### src/rtl/fetch_pkg.sv
// Shared fetch-stage types and constants (also used by decode and the hazard unit).
package fetch_pkg;

  localparam int unsigned XLEN = 64;
  localparam int unsigned ILEN = 32;

  localparam logic [ILEN-1:0] NOP_INSTR = 32'h0000_0013;

  localparam logic [XLEN-1:0] DEFAULT_RESET_PC   = 64'd0;
  localparam int unsigned     DEFAULT_PC_STEP    = 4;
  localparam int unsigned     DEFAULT_IMEM_BYTES = 76;

  typedef enum logic {RUN, HALT} fetch_state_t;

  // IF/ID pipeline register payload
  typedef struct packed {
    logic [XLEN-1:0] pc;
    logic [ILEN-1:0] instr;
    logic            valid;
  } if_id_t;

  // A redirect target is fetchable only if word aligned and inside the image
  function automatic logic target_ok(input logic [XLEN-1:0] tgt,
                                     input logic [XLEN-1:0] last_pc);
    return (tgt[1:0] == 2'b00) && (tgt <= last_pc);
  endfunction

endpackage

### src/rtl/if_id_reg.sv
// IF/ID pipeline register: load, hold, or flush to a bubble.
// Ports:
//   clk, reset : clock, async active-high reset
//   load       : capture d
//   flush      : replace contents with {0, NOP, valid=0}; wins over load
//   d / q      : incoming / held {pc, instr, valid}
module if_id_reg
  import fetch_pkg::*;
(
  input  logic   clk,
  input  logic   reset,
  input  logic   load,
  input  logic   flush,
  input  if_id_t d,
  output if_id_t q
);

  localparam if_id_t BUBBLE = '{pc: '0, instr: NOP_INSTR, valid: 1'b0};

  if_id_t data_d;
  if_id_t data_q;

  // Next contents: flush beats load, otherwise hold
  always_comb begin
    data_d = data_q;
    if (flush) begin
      data_d = BUBBLE;
    end else if (load) begin
      data_d = d;
    end
  end

  always_ff @(posedge clk or posedge reset) begin
    if (reset) begin
      data_q <= BUBBLE;
    end else begin
      data_q <= data_d;
    end
  end

  assign q = data_q;

endmodule

### src/rtl/instruction_fetch_unit.sv
// IF stage: owns the PC, addresses the zero-latency instruction memory and
// fills the IF/ID register. Handles stall, branch redirect/flush and halts at
// end of image or on an illegal redirect target.
// Ports:
//   clk, reset        : clock, async active-high reset
//   stall             : hold PC and IF/ID
//   branch_taken/target : redirect fetch and flush IF/ID
//   imem_addr / imem_instr : memory address (= PC) and combinational read data
//   if_id_pc/instr/valid   : IF/ID register contents
//   halted, fetch_fault    : fetch stopped; stopped due to a bad redirect (sticky)
module instruction_fetch_unit
  import fetch_pkg::*;
#(
  parameter logic [63:0] RESET_PC   = DEFAULT_RESET_PC,
  parameter int unsigned IMEM_BYTES = DEFAULT_IMEM_BYTES,
  parameter int unsigned PC_STEP    = DEFAULT_PC_STEP
) (
  input  logic        clk,
  input  logic        reset,
  input  logic        stall,
  input  logic        branch_taken,
  input  logic [63:0] branch_target,
  output logic [63:0] imem_addr,
  input  logic [31:0] imem_instr,
  output logic [63:0] if_id_pc,
  output logic [31:0] if_id_instr,
  output logic        if_id_valid,
  output logic        halted,
  output logic        fetch_fault
);

  localparam logic [XLEN-1:0] LAST_PC = XLEN'(IMEM_BYTES - 4);
  localparam logic [XLEN-1:0] STEP    = XLEN'(PC_STEP);

  fetch_state_t    state_d, state_q;
  logic [XLEN-1:0] pc_d, pc_q;
  logic            fault_d, fault_q;
  logic            ifid_load, ifid_flush;
  if_id_t          ifid_in, ifid_out;

  // Next-PC mux, FSM and IF/ID control
  always_comb begin
    state_d    = state_q;
    pc_d       = pc_q;
    fault_d    = fault_q;
    ifid_load  = 1'b0;
    ifid_flush = 1'b0;
    ifid_in    = '{pc: pc_q, instr: imem_instr, valid: 1'b1};

    unique case (state_q)
      RUN: begin
        if (branch_taken) begin
          ifid_flush = 1'b1;
          // An illegal target is never placed on imem_addr: PC keeps its value
          if (target_ok(branch_target, LAST_PC)) begin
            pc_d = branch_target;
          end else begin
            state_d = HALT;
            fault_d = 1'b1;
          end
        end else if (!stall) begin
          ifid_load = 1'b1;
          if (pc_q == LAST_PC) begin
            state_d = HALT;
          end else begin
            pc_d = pc_q + STEP;
          end
        end
      end
      HALT: begin
        // Drain the pipeline with bubbles; redirects are ignored
        ifid_flush = !stall;
      end
      default: begin
        state_d = HALT;
      end
    endcase
  end

  always_ff @(posedge clk or posedge reset) begin
    if (reset) begin
      state_q <= RUN;
      pc_q    <= RESET_PC;
      fault_q <= 1'b0;
    end else begin
      state_q <= state_d;
      pc_q    <= pc_d;
      fault_q <= fault_d;
    end
  end

  if_id_reg u_if_id_reg (
    .clk   (clk),
    .reset (reset),
    .load  (ifid_load),
    .flush (ifid_flush),
    .d     (ifid_in),
    .q     (ifid_out)
  );

  assign imem_addr   = pc_q;
  assign if_id_pc    = ifid_out.pc;
  assign if_id_instr = ifid_out.instr;
  assign if_id_valid = ifid_out.valid;
  assign halted      = (state_q == HALT);
  assign fetch_fault = fault_q;

endmodule

### config.mk
export PLATFORM = sky130hd
export DESIGN_NAME = instruction_fetch_unit
export DESIGN_NICKNAME = d
export VERILOG_FILES = /design/src/rtl/fetch_pkg.sv /design/src/rtl/if_id_reg.sv /design/src/rtl/instruction_fetch_unit.sv
export SDC_FILE = /design/constraint.sdc
export NUM_CORES = 1
export LEC_CHECK = 0
export CORE_UTILIZATION = 43
export CTS_CLUSTER_SIZE = 40
export DETAILED_ROUTE_END_ITERATION = 6
export GPL_ROUTABILITY_DRIVEN = 0
export GPL_TIMING_DRIVEN = 0
export MAX_ROUTING_LAYER = met4
export PLACE_DENSITY = 0.75
export SYNTH_ARGS = -nofsm -noshare
export SYNTH_HDL_FRONTEND = slang
export SYNTH_SLANG_ARGS = --single-unit
### constraint.sdc
create_clock -name clk -period 13.6 [get_ports clk]
set_clock_uncertainty 0.15 [all_clocks]
set_input_delay 2.72 -clock clk [delete_from_list [all_inputs] [get_ports clk]]
set_output_delay 2.72 -clock clk [all_outputs]
set_load 0.01 [all_outputs]
==> reports/qor.yml, run 1 <==
status:
  status: "finished clean"
logic_synthesis:
  ys_warn_count: 0
  ys_types: 69
  synth.most_common_cell: "dfrtp_1"
  yosysTopAreaCellShare_pct: 49.12
  synthTopCellsByCount: "dfrtp_1 (160), a22o_1 (77), nand2_1 (67)"
  synthTopCellsByArea: "dfrtp_1 (49%), a22o_1 (8.3%), nor4_1 (3.5%)"
  synth-seq-cells: 163
  async_flop_share_pct: 100.0
  synth_enable_flop_cells: 0
  avgSynthCellArea_um2: 10.11
  syn-cell-area_um2: 8152
  syn_nets: 908
  ys.flop_type: "dfrtp_1"
  syn_inst: 806
  yosysSeqAreaShare_pct: 50.08
  synth_largest_area_cell: "dfrtp_1"
die:
  coreArea_um2: 18270
  die_y_um: 139.7
  initial_core_util_pct: 44.62
  die_x_um: 139.7
  num_io_pins: 263
  dieArea_um2: 19510
  std_cell_rows: 49
layout:
  insertedDiodeCount: 0
  final_nets: 1190
  area_growth_pct: 42.78
  final_layout_size_suffix_gt1_share_pct: 7.902
  n_fill_cell: 1528
  final_cells: 1330
worst_setup_path:
  cp_max_fo: 10
  worst_setup_path_start_kind: "primary input"
  endpoint_kind: "register"
  arrival_ns: 6.00
  timing_worst_setup_path_type: "in2reg"
  required_ns: 13.75
place:
  dp_cells: 1298
  place_hpwl_um: 22500
  portBuffers: 262
sta:
  post-route-period-util_pct: 42.95
  setup_viol: 0
  worst_pin_slew_ns: 1.420
  fmax_mhz: 171.2
  tns_ns: 0
  grt_setup_unrepaired: "no"
  slew_headroom_pct: 4.594
  hold_viol: 0
  slew_violations: 0
  period_minus_slack_ns: 5.842
global_routing:
  overflow: 0
  grt_pass1_vias: 8122
  grt.total_usage_pct: 33.34
  grt_start_max_net_pins: 120
  grt_antenna_before_repair: 0
  grt_pass1_wl_um: 47750
drt:
  vias: 8437
  drtIter0Drc: 1081
  drt_wl_total_um: 31400
  drtPass1Iterations: 6
  via_per_inst: 6.344
  drc_errors: 0
  wire_per_inst_um: 23.61
  postRouteAntennaNets: 0
cts:
  hold_buffers: 0
  clk_latency_ns: 0.43
  cts.sinks: 163
  htree_levels: 4
  cts_root_buf: "clkbuf_16"
  post_cts_resize_count: 0
  clockBufferDepth: 2
  clk_pin_slew_ns: 0.07
  numCtsBuffers: 17
  cts_setup_buffers: 0
  cts_tree: "built"
job:
  cap_violations: 0
min_path:
  holdCritPathClass: "reg2reg"
pwr:
  ir_drop_mv: 0.09273
  p_leak_nw: 4.760
  pwr_density_cell_nw_per_um2: 95.29
-- logic make-up after synthesis --
logic type	Yosys count	share of synthesized area [%]
and+or+nand+nor	292	20.75
AOI/OAI and AO/OA	245	21.69
DFF	163	50.08
buffers and inverters	85	4.835
muxes	12	1.581
xor gates and xnor gates	7	0.7521
adders and majority gates	2	0.3069
-- worst paths after layout --
path                                         from                end  slack (ns)  depth (start not counted)
min in group asynchronous                   reset  u_if_id_reg.q[76]        2.54                          2
worst min-delay path            u_if_id_reg.q[49]  u_if_id_reg.q[49]        0.33                          2
worst min register to register  u_if_id_reg.q[49]  u_if_id_reg.q[49]        0.33                          2
worst max-delay path            branch_target[47]      imem_addr[16]        7.76                          9
max in group asynchronous                   reset      imem_addr[18]        9.86                          3
worst max register to register             halted      imem_addr[63]       10.18                          5
-- power breakdown --
group | switching [W] | internal (W) | total, W
Clock | 0.000213 | 0.000241 | 0.000454
Combinational | 0.0000669 | 0.0000659 | 0.000133
Sequential | 0.0000264 | 0.000496 | 0.000523
Total | 0.000306 | 0.000803 | 0.00111
-- area by class of cell --
cell class / instances / area, um2 / area share, %
plain buffers: 63 / 311.5 / 2.677
clock buffers: 19 / 442.9 / 3.806
clock inverters: 13 / 100.1 / 0.8600
inverters: 22 / 90.09 / 0.7740
multi-input cells: 558 / 3675 / 31.57
flip-flops and latches: 163 / 4083 / 35.08
well taps: 229 / 286.5 / 2.462
repair buffers: 263 / 2650 / 22.77
-- flip-flops by register name (all words and copies together) (netlist names) --
register and cells:
fetch_fault 1, halted 1, imem_addr 64, u_if_id_reg.q 97
-- through the flow --
step	area [um2]	setup WS (ns)	total power [W]	util, %	hold WS (ns)
2_1_floorplan	8152	6.330	0.0005751	-	0.3432
3_3_place_gp	11060	3.975	0.0006592	60.54	0.3129
3_5_place_dp	11100	7.421	0.0006610	60.73	0.3231
4_1_cts	11640	7.856	0.001109	63.70	0.3375
5_1_grt	11640	7.741	0.001146	63.70	0.3618
6_report	11640	7.758	0.001109	63.70	0.3335
-- critical path, cell delays in order --
cell             delay [ns]
clkdlybuf4s50_1        0.49
nor4_1                 0.88
nand4_1                0.19
nor4_2                 0.53
nand3_1                0.15
buf_2                  0.24
clkbuf_1               0.39
a21oi_1                0.29
o22ai_1                0.10
-- routing by layer --
metal | wire, um | track usage (%) | part of all wire, % | vias to the layer above
met5 | 0 | - | 0 | -
met1 | 12940 | 44.08 | 41 | 4062
li1 | - | - | - | 3680
met4 | 1583 | 17.47 | 5.0 | 0
met2 | 13690 | 46.95 | 44 | 581
met3 | 3191 | 8.396 | 10 | 114
-- layout by cell type (no fill, tap or decap), drive strengths merged, types with 5 or more instances in the layout --
cell,count
nand4,28
o2bb2ai,6
clkdlybuf4s50,262
nor4,53
o22ai,22
a22oi,8
clkinvlp,5
or4,6
nor3,18
buf,34
and3,17
o22a,17
a22o,77
clkbuf,49
nand3,33
o21ai,25
a31oi,11
mux2i,8
nand2,68
and2,5
and4,12
a21oi,47
dfrtp,160
inv,27
nor2,40
(Power assumes the default switching activity.)
==> inputs of run 2 (changes only) <==
Clock period 13.6 ns to 5.9 ns, I/O delays scaled along.
==> results of run 2 <==
The final DEF is identical to that of run 1. Status: finished clean.
Main changes from that run: setup slack after placement 7.421 ns -> 1.261 ns; setup slack after layout 7.758 ns -> 1.598 ns; register-to-register setup slack 10.18 ns -> 2.48 ns; total power 0.001109 W -> 0.002556 W; worst IR drop on VDD 0.09273 mV -> 0.2137 mV
